$ cat src/rtl/main_memory_arbiter_pkg.sv
// main_memory_arbiter_pkg: shared state encoding and requester port indices for the main memory arbiter.
package main_memory_arbiter_pkg;

    typedef enum logic [1:0] {
        IDLE = 2'd0,
        BUSY = 2'd1,
        RESP = 2'd2
    } state_e;

    localparam logic [1:0] S_IDLE = IDLE;
    localparam logic [1:0] S_BUSY = BUSY;
    localparam logic [1:0] S_RESP = RESP;

    localparam int PORT_CTRL = 0;
    localparam int PORT_DBG  = 1;

endpackage

$ cat src/rtl/main_memory_arbiter_rr.sv
// main_memory_arbiter_rr: two-way round-robin select; on a tie the port that did not win last is granted.
module main_memory_arbiter_rr
    import main_memory_arbiter_pkg::*;
(
    input  logic [1:0] req,
    input  logic       last,
    output logic [1:0] gnt
);

    assign gnt[PORT_CTRL] = req[PORT_CTRL] & (~req[PORT_DBG] | last);
    assign gnt[PORT_DBG]  = req[PORT_DBG] & (~req[PORT_CTRL] | ~last);

endmodule

$ cat src/rtl/main_memory_arbiter.sv
// main_memory_arbiter: round-robin sharing of MAIN_MEMORY between CONTROL (port 0) and the debug loader (port 1).
// Define MAIN_MEMORY_ARBITER_TIMEOUT_EN to abandon accesses after TIMEOUT_CYCLES BUSY cycles without ACK.
module main_memory_arbiter
    import main_memory_arbiter_pkg::*;
#(
    parameter int DATAWIDTH_BUS  = 32,
    parameter int TIMEOUT_CYCLES = 16
) (
    input  logic                     MAIN_MEMORY_ARBITER_CLOCK_50,
    input  logic                     MAIN_MEMORY_ARBITER_ResetInLow_In,
    input  logic                     MAIN_MEMORY_ARBITER_Req0_In,
    input  logic                     MAIN_MEMORY_ARBITER_Req1_In,
    input  logic                     MAIN_MEMORY_ARBITER_WR0_In,
    input  logic                     MAIN_MEMORY_ARBITER_WR1_In,
    input  logic [DATAWIDTH_BUS-1:0] MAIN_MEMORY_ARBITER_Addr0_InBus,
    input  logic [DATAWIDTH_BUS-1:0] MAIN_MEMORY_ARBITER_Addr1_InBus,
    input  logic [DATAWIDTH_BUS-1:0] MAIN_MEMORY_ARBITER_WData0_InBus,
    input  logic [DATAWIDTH_BUS-1:0] MAIN_MEMORY_ARBITER_WData1_InBus,
    output logic                     MAIN_MEMORY_ARBITER_Ack0_Out,
    output logic                     MAIN_MEMORY_ARBITER_Ack1_Out,
    output logic                     MAIN_MEMORY_ARBITER_Err0_Out,
    output logic                     MAIN_MEMORY_ARBITER_Err1_Out,
    output logic [DATAWIDTH_BUS-1:0] MAIN_MEMORY_ARBITER_RData_OutBus,
    output logic [1:0]               MAIN_MEMORY_ARBITER_Grant_OutBus,
    output logic                     MAIN_MEMORY_ARBITER_RD_Out,
    output logic                     MAIN_MEMORY_ARBITER_WRMain_Out,
    output logic [DATAWIDTH_BUS-1:0] MAIN_MEMORY_ARBITER_A_OutBus,
    output logic [DATAWIDTH_BUS-1:0] MAIN_MEMORY_ARBITER_B_OutBus,
    input  logic                     MAIN_MEMORY_ARBITER_ACK_In,
    input  logic [DATAWIDTH_BUS-1:0] MAIN_MEMORY_ARBITER_Data_InBus
);

    logic [1:0]               state;
    logic                     last;
    logic [1:0]               req;
    logic [1:0]               gnt;
    logic                     sel_wr;
    logic [DATAWIDTH_BUS-1:0] sel_addr;
    logic [DATAWIDTH_BUS-1:0] sel_wdata;
    logic                     expire;

    assign req = {MAIN_MEMORY_ARBITER_Req1_In, MAIN_MEMORY_ARBITER_Req0_In};

    main_memory_arbiter_rr u_rr (
        .req  (req),
        .last (last),
        .gnt  (gnt)
    );

    assign sel_wr    = gnt[PORT_DBG] ? MAIN_MEMORY_ARBITER_WR1_In : MAIN_MEMORY_ARBITER_WR0_In;
    assign sel_addr  = gnt[PORT_DBG] ? MAIN_MEMORY_ARBITER_Addr1_InBus : MAIN_MEMORY_ARBITER_Addr0_InBus;
    assign sel_wdata = gnt[PORT_DBG] ? MAIN_MEMORY_ARBITER_WData1_InBus : MAIN_MEMORY_ARBITER_WData0_InBus;

`ifdef MAIN_MEMORY_ARBITER_TIMEOUT_EN
    localparam int CW = $clog2(TIMEOUT_CYCLES) + 1;
    logic [CW-1:0] cnt;

    // cnt holds the number of BUSY cycles already elapsed without ACK
    always_ff @(posedge MAIN_MEMORY_ARBITER_CLOCK_50 or negedge MAIN_MEMORY_ARBITER_ResetInLow_In)
        if (!MAIN_MEMORY_ARBITER_ResetInLow_In)
            cnt <= '0;
        else if (state != S_BUSY)
            cnt <= '0;
        else if (!MAIN_MEMORY_ARBITER_ACK_In)
            cnt <= cnt + CW'(1);

    assign expire = (state == S_BUSY) && (cnt == CW'(TIMEOUT_CYCLES - 1));
`else
    logic [31:0] unused_timeout;
    assign unused_timeout = TIMEOUT_CYCLES;
    assign expire = 1'b0;
`endif

    always_ff @(posedge MAIN_MEMORY_ARBITER_CLOCK_50 or negedge MAIN_MEMORY_ARBITER_ResetInLow_In) begin
        if (!MAIN_MEMORY_ARBITER_ResetInLow_In) begin
            state                            <= S_IDLE;
            last                             <= 1'b1;
            MAIN_MEMORY_ARBITER_Grant_OutBus <= '0;
            MAIN_MEMORY_ARBITER_RD_Out       <= 1'b0;
            MAIN_MEMORY_ARBITER_WRMain_Out   <= 1'b0;
            MAIN_MEMORY_ARBITER_A_OutBus     <= '0;
            MAIN_MEMORY_ARBITER_B_OutBus     <= '0;
            MAIN_MEMORY_ARBITER_RData_OutBus <= '0;
            MAIN_MEMORY_ARBITER_Ack0_Out     <= 1'b0;
            MAIN_MEMORY_ARBITER_Ack1_Out     <= 1'b0;
            MAIN_MEMORY_ARBITER_Err0_Out     <= 1'b0;
            MAIN_MEMORY_ARBITER_Err1_Out     <= 1'b0;
        end else begin
            MAIN_MEMORY_ARBITER_Ack0_Out <= 1'b0;
            MAIN_MEMORY_ARBITER_Ack1_Out <= 1'b0;
            MAIN_MEMORY_ARBITER_Err0_Out <= 1'b0;
            MAIN_MEMORY_ARBITER_Err1_Out <= 1'b0;
            case (state)
                S_IDLE: if (|req) begin
                    state                            <= S_BUSY;
                    last                             <= gnt[PORT_DBG];
                    MAIN_MEMORY_ARBITER_Grant_OutBus <= gnt;
                    MAIN_MEMORY_ARBITER_RD_Out       <= ~sel_wr;
                    MAIN_MEMORY_ARBITER_WRMain_Out   <= sel_wr;
                    MAIN_MEMORY_ARBITER_A_OutBus     <= sel_addr;
                    MAIN_MEMORY_ARBITER_B_OutBus     <= sel_wdata;
                    MAIN_MEMORY_ARBITER_RData_OutBus <= '0;
                end
                // a real ACK takes priority over a simultaneous timeout
                S_BUSY: if (MAIN_MEMORY_ARBITER_ACK_In || expire) begin
                    state                            <= S_RESP;
                    MAIN_MEMORY_ARBITER_RD_Out       <= 1'b0;
                    MAIN_MEMORY_ARBITER_WRMain_Out   <= 1'b0;
                    MAIN_MEMORY_ARBITER_RData_OutBus <= (MAIN_MEMORY_ARBITER_ACK_In && MAIN_MEMORY_ARBITER_RD_Out) ?
                                                        MAIN_MEMORY_ARBITER_Data_InBus : '0;
                    MAIN_MEMORY_ARBITER_Ack0_Out     <= MAIN_MEMORY_ARBITER_Grant_OutBus[PORT_CTRL];
                    MAIN_MEMORY_ARBITER_Ack1_Out     <= MAIN_MEMORY_ARBITER_Grant_OutBus[PORT_DBG];
                    MAIN_MEMORY_ARBITER_Err0_Out     <= ~MAIN_MEMORY_ARBITER_ACK_In & MAIN_MEMORY_ARBITER_Grant_OutBus[PORT_CTRL];
                    MAIN_MEMORY_ARBITER_Err1_Out     <= ~MAIN_MEMORY_ARBITER_ACK_In & MAIN_MEMORY_ARBITER_Grant_OutBus[PORT_DBG];
                end
                S_RESP: begin
                    state                            <= S_IDLE;
                    MAIN_MEMORY_ARBITER_Grant_OutBus <= '0;
                end
                default: state <= S_IDLE;
            endcase
        end
    end

endmodule

$ cat config.mk
export PLATFORM = sky130hd
export DESIGN_NAME = main_memory_arbiter
export DESIGN_NICKNAME = d
export VERILOG_FILES = /design/src/rtl/main_memory_arbiter_pkg.sv /design/src/rtl/main_memory_arbiter_rr.sv /design/src/rtl/main_memory_arbiter.sv
export SDC_FILE = /design/constraint.sdc
export NUM_CORES = 1
export LEC_CHECK = 0
export CAP_MARGIN = 5
export CORE_MARGIN = 5
export CORE_UTILIZATION = 40
export DETAILED_ROUTE_END_ITERATION = 8
export PLACE_DENSITY = 0.86
export SYNTH_ARGS = -nofsm -noshare
export SYNTH_HDL_FRONTEND = slang
export SYNTH_SLANG_ARGS = --single-unit
$ cat constraint.sdc
create_clock -name MAIN_MEMORY_ARBITER_CLOCK_50 -period 2.2 [get_ports MAIN_MEMORY_ARBITER_CLOCK_50]
set_input_delay 0.66 -clock MAIN_MEMORY_ARBITER_CLOCK_50 [delete_from_list [all_inputs] [get_ports MAIN_MEMORY_ARBITER_CLOCK_50]]
set_output_delay 0.66 -clock MAIN_MEMORY_ARBITER_CLOCK_50 [all_outputs]
set_load 0.01 [all_outputs]
# After elaboration in Yosys (flattened, before gate mapping)
# Index checks and enable logic that the tools add are counted.
# W data, S select, Z words.
# word_totals
memories	0
latchBits	0
ram_bits	0
elab_cells	61
output_inout_bits	104
mem_bits_ro	0
reg_bits	107
in_bits	167
# op_classes
add_sub_neg	0
bitwise_logic	11
reduce_logical	9
n_shift	0
div_mod_pow	0
n_mul	0
muxes	25
order_cmp	0
eq_ne	4
# ops
cell	n
$mux W32	5
$pmux W32 S2	1
$mux W1	12
$pmux W2 S2	2
$mux W2	3
$reduce_and A2 Y1	3
$not A1 Y1	5
$and A1 B1 Y1	4
$ne A2 B2 Y1 const B	2
$pmux W1 S2	2
$reduce_bool A2 Y1	2
$reduce_and A3 Y1	1
$eq A2 B1 Y1 const B	1
$eq A2 B2 Y1 const B	1
$logic_not A2 Y1	1
$or A1 B1 Y1	2
$reduce_or A2 Y1	1
$logic_and A1 B1 Y1	1

# Logic depth before layout (Yosys ltp)
# logic_depth
word_depth	7
depth_mapped	6
mapped_depth_nobuf	3

# Cells and area by module
# From an unflattened synthesis, not the netlist that was laid out.
# hier_totals
hier_cells	315
hier_area_um2	4725.8
# by_module_without_submodules
mod	area_per_inst_um2	seq_area_each_um2	cells_each	n_inst
main_memory_arbiter	4707.0	2678.8	312	1
main_memory_arbiter_rr	18.8	0.0	3	1

# Worst setup path before layout
# Ideal clock, no wire load.
# synth_timing
kind	input -> register
from	input MAIN_MEMORY_ARBITER_Req1_In
to	register MAIN_MEMORY_ARBITER_A_OutBus[13]
slack_ns	0.373
arrival_ns	1.702
t_required_ns	2.075
stages	5
n_path_buf	2
setup_ns	0.125
path_cell_list	a21boi_2 > buf_6 > buf_6 > mux2_4 > mux2_4
# synth_via
elab_chain_len	2
elab_cells_between_ends	4
classes_between	mux (1); bitwise (1); reduce/logical (2)
# synth_lines
element	line	rtl
from (decl)	main_memory_arbiter.sv:12	input logic MAIN_MEMORY_ARBITER_Req1_In,
$and A1 B1 Y1 / $reduce_or A2 Y1 (equally long branches)	main_memory_arbiter_rr.sv:11, main_memory_arbiter.sv:94	
$mux W32 / $reduce_and A2 Y1 (equally long branches)	n/a	
to (signal assigned)	main_memory_arbiter.sv:100	MAIN_MEMORY_ARBITER_A_OutBus <= sel_addr;
to (decl)	main_memory_arbiter.sv:27	output logic [DATAWIDTH_BUS-1:0] MAIN_MEMORY_ARBITER_A_OutBus,
# Parallel ways exist; a longest one is shown, timed or not.
# A chain may end at the register's enable or synchronous reset.

# Worst setup path in the final report
# layout_timing
from	input MAIN_MEMORY_ARBITER_Req0_In
to	register MAIN_MEMORY_ARBITER_B_OutBus[16]
# layout_via
elab_chain_len	4
elab_cells_between_ends	6
classes_between	mux (1); bitwise (3); reduce/logical (2)
# layout_lines
element	line	rtl
from (decl)	main_memory_arbiter.sv:11	input logic MAIN_MEMORY_ARBITER_Req0_In,
$not A1 Y1	main_memory_arbiter_rr.sv:11	assign gnt[PORT_DBG] = req[PORT_DBG] & (~req[PORT_CTRL] | ~last);
$or A1 B1 Y1	main_memory_arbiter_rr.sv:11	
$and A1 B1 Y1	main_memory_arbiter_rr.sv:11	
$mux W32	main_memory_arbiter.sv:52	assign sel_wdata = gnt[PORT_DBG] ? MAIN_MEMORY_ARBITER_WData1_InBus : MAIN_MEMORY_ARBITER_WData0_InBus;
to (signal assigned)	main_memory_arbiter.sv:101	MAIN_MEMORY_ARBITER_B_OutBus <= sel_wdata;
to (decl)	main_memory_arbiter.sv:28	output logic [DATAWIDTH_BUS-1:0] MAIN_MEMORY_ARBITER_B_OutBus,
# Parallel ways exist; a longest one is shown, timed or not.

==> results.cfg <==
[synth]
netlist_area_um2 = 5080
postSynthAreaPerCell_um2 = 16.1
seq_area_frac_synth_pct = 52.7
yosys.cell_types.count = 26
yosys_warnings = 0
ys_ff_latch = 107
syn_inst = 316

[cts]
cts_tree = done
cts_inserted_buffers = 9
cts_buffer_depth = 2
root_buffer = clkbuf_16
postCtsHoldBufs = 0
postCtsSetupRepairBufs = 0
cts_resized = 0
clk_latency_ps = 350
h-tree-depth = 3
clk_pin_slew_ps = 80
clock-sinks = 107

[pwr]
p_per_area_nw_per_um2 = 1180
clock_power_share_pct = 16.6
p_seq_share_pct = 33.3
vdd_drop_max_mv = 0.667
power.net_switching_mw = 3.07
leakage_nw = 3.70
swShare_pct = 30.7
p_comb_share_pct = 50.1
internal-power_mw = 6.92

[setup_path]
cp_num_buf_inv = 3
reg2reg_slack_ps = 510
max_stage_delay_ps = 500
critPathSlowestCell = clkdlybuf4s50_1
arrival_ps = 2350
critPathLaunchType = primary input
crit_chain = clkdlybuf4s50_1 -> a21boi_4 -> buf_12 -> buf_4 -> mux2_4 -> mux2_4
crit_required_ps = 2430
crit_family = buffers and inverters
cp_common_cell = mux2_4
critical_path_class = primary input to register
crit_path_max_fanout = 20
cp-end-kind = register

[global_routing]
gr-total-overflow = 0
grt_pass1_wl_mm = 22.4
grt_util_all_layers_pct = 19.3
antenna_found_initial = 0
grt_max_degree = 48
grt_pass1_vias = 4137

[timing]
setup_slack_ps = 77.6
hold_violations = 0
rsz0062_at_grt = false
final-max-slew-violation-count = 0
fmax_ghz = 0.471
setup_violations = 0
period_share_pct = 96.5
fin_crit_ps = 2120
final.setup.tns_ps = 0
skew_ps = 6.78
holdWs_ps = 173

[layout]
design_area_um2 = 8430
syn2layout_area_growth_pct = 65.9
antenna_cells = 0
final_cell_mix = 269 x clkdlybuf4s50_1, 106 x dfrtp_1, 89 x mux2_4
mostFrequentLayoutCell = clkdlybuf4s50_1
nets = 767
finalNonFillerCells = 777
drive_above_1_share_pct = 28.6

[die]
start_util_pct = 40.6
core_area_um2 = 12500
pin_count = 271
die_area_um2 = 15100
placementRows = 41
dieHeight_um = 123
die_w_um = 123

[route]
drt_wl_total_mm = 14.8
ant_nets = 0
drc = 0
wire_per_inst_um = 19.1
vias_per_cell = 4.84
drt_pre_antenna_iters = 6
vias = 3763
drt_iter0_drc = 126

[job]
drv_cap = 0

[placement]
place_area_um2 = 8130
place.gp.congestion = 0.741
pre_cts_ws_ps = -276
place_hpwl_mm = 11.6
dp.cells = 761
io_buffers = 270

[min_path]
hp-class = primary input to async pin

[run_status]
status = finished clean
[per-stage QoR]
step                      utilization [%]  power (mW)
after global placement               64.9        8.24
after floorplan                         -        5.83
after CTS                            67.4        10.1
final                                67.4        9.99
after detailed placement             64.9        8.38
after global routing                 67.4        10.5
[power groups by stage]
| stage | clock, mW | combinational, mW | sequential (mW) |
|---|---|---|---|
| finish | 1.66 | 5.00 | 3.32 |
| global route | 1.80 | 5.26 | 3.42 |
| CTS | 1.71 | 5.07 | 3.33 |
| detailed placement | 0 | 5.04 | 3.34 |
| global placement | 0 | 4.93 | 3.31 |
| floorplan | 0 | 2.19 | 3.64 |
[cell families after synthesis]
logic type,synth area share [%]
flops,52.7
other cells,0.0738
simple gates,1.33
mux,35.1
buf+inv,3.64
compound gates,7.09
[metal layers]
layer	GRT usage, %	routed length, um	vias up
met5	0	0	-
met4	7.21	301	0
met3	6.31	1290	22
met2	32.7	7420	168
met1	22.6	5820	1852
li1	-	-	1721
[synth_stat cells]
library cell,count,area [um^2]
a21boi_2,1,11.3
a21oi_1,2,10.0
a21oi_2,1,8.76
a22o_1,33,289
a31oi_1,1,6.26
a32oi_1,1,8.76
and2_1,4,25.0
and3b_1,1,8.76
buf_2,10,50.1
buf_6,11,124
clkbuf_1,1,3.75
conb_1,1,3.75
dfrtp_1,106,2650
dfstp_2,1,26.3
inv_1,2,7.51
mux2_2,39,439
mux2_4,89,1340
mux2i_1,1,10.0
nand2_1,3,11.3
nand2b_1,1,6.26
nor2_1,1,3.75
nor2b_1,1,6.26
o21ai_0,2,10.0
o2bb2ai_1,1,8.76
o31ai_1,1,7.51
or2_1,1,6.26
[final cells by class]
type	count	area, um^2
Clock buffer	9	225
Timing Repair Buffer	294	2990
Clock inverter	7	81.3
Inverter	2	7.51
Multi-Input combinational cell	186	2230
Fill cell	916	4090
Sequential cell	107	2680
Tap cell	172	215
[path summary, 6_finish.rpt]
kind	startpoint	to	cells after the start
worst min-delay path	MAIN_MEMORY_ARBITER_ResetInLow_In	MAIN_MEMORY_ARBITER_RData_OutBus[3]	1
worst max-delay path	MAIN_MEMORY_ARBITER_Req0_In	MAIN_MEMORY_ARBITER_B_OutBus[16]	6
max in group asynchronous	MAIN_MEMORY_ARBITER_ResetInLow_In	last	2
worst min register to register	MAIN_MEMORY_ARBITER_WRMain_Out	MAIN_MEMORY_ARBITER_WRMain_Out	1
min in group MAIN_MEMORY_ARBITER_CLOCK_50	MAIN_MEMORY_ARBITER_WRMain_Out	MAIN_MEMORY_ARBITER_WRMain_Out	1
worst max register to register	last	MAIN_MEMORY_ARBITER_B_OutBus[16]	5
[state kept, by name (all words and copies together) (netlist names), 2 cells and up]
| register | cells |
|---|---|
| MAIN_MEMORY_ARBITER_A_OutBus | 32 |
| MAIN_MEMORY_ARBITER_RData_OutBus | 32 |
| MAIN_MEMORY_ARBITER_B_OutBus | 32 |
| state | 2 |
| MAIN_MEMORY_ARBITER_Grant_OutBus | 2 |
Note: power is estimated with default switching activity, not from simulation.
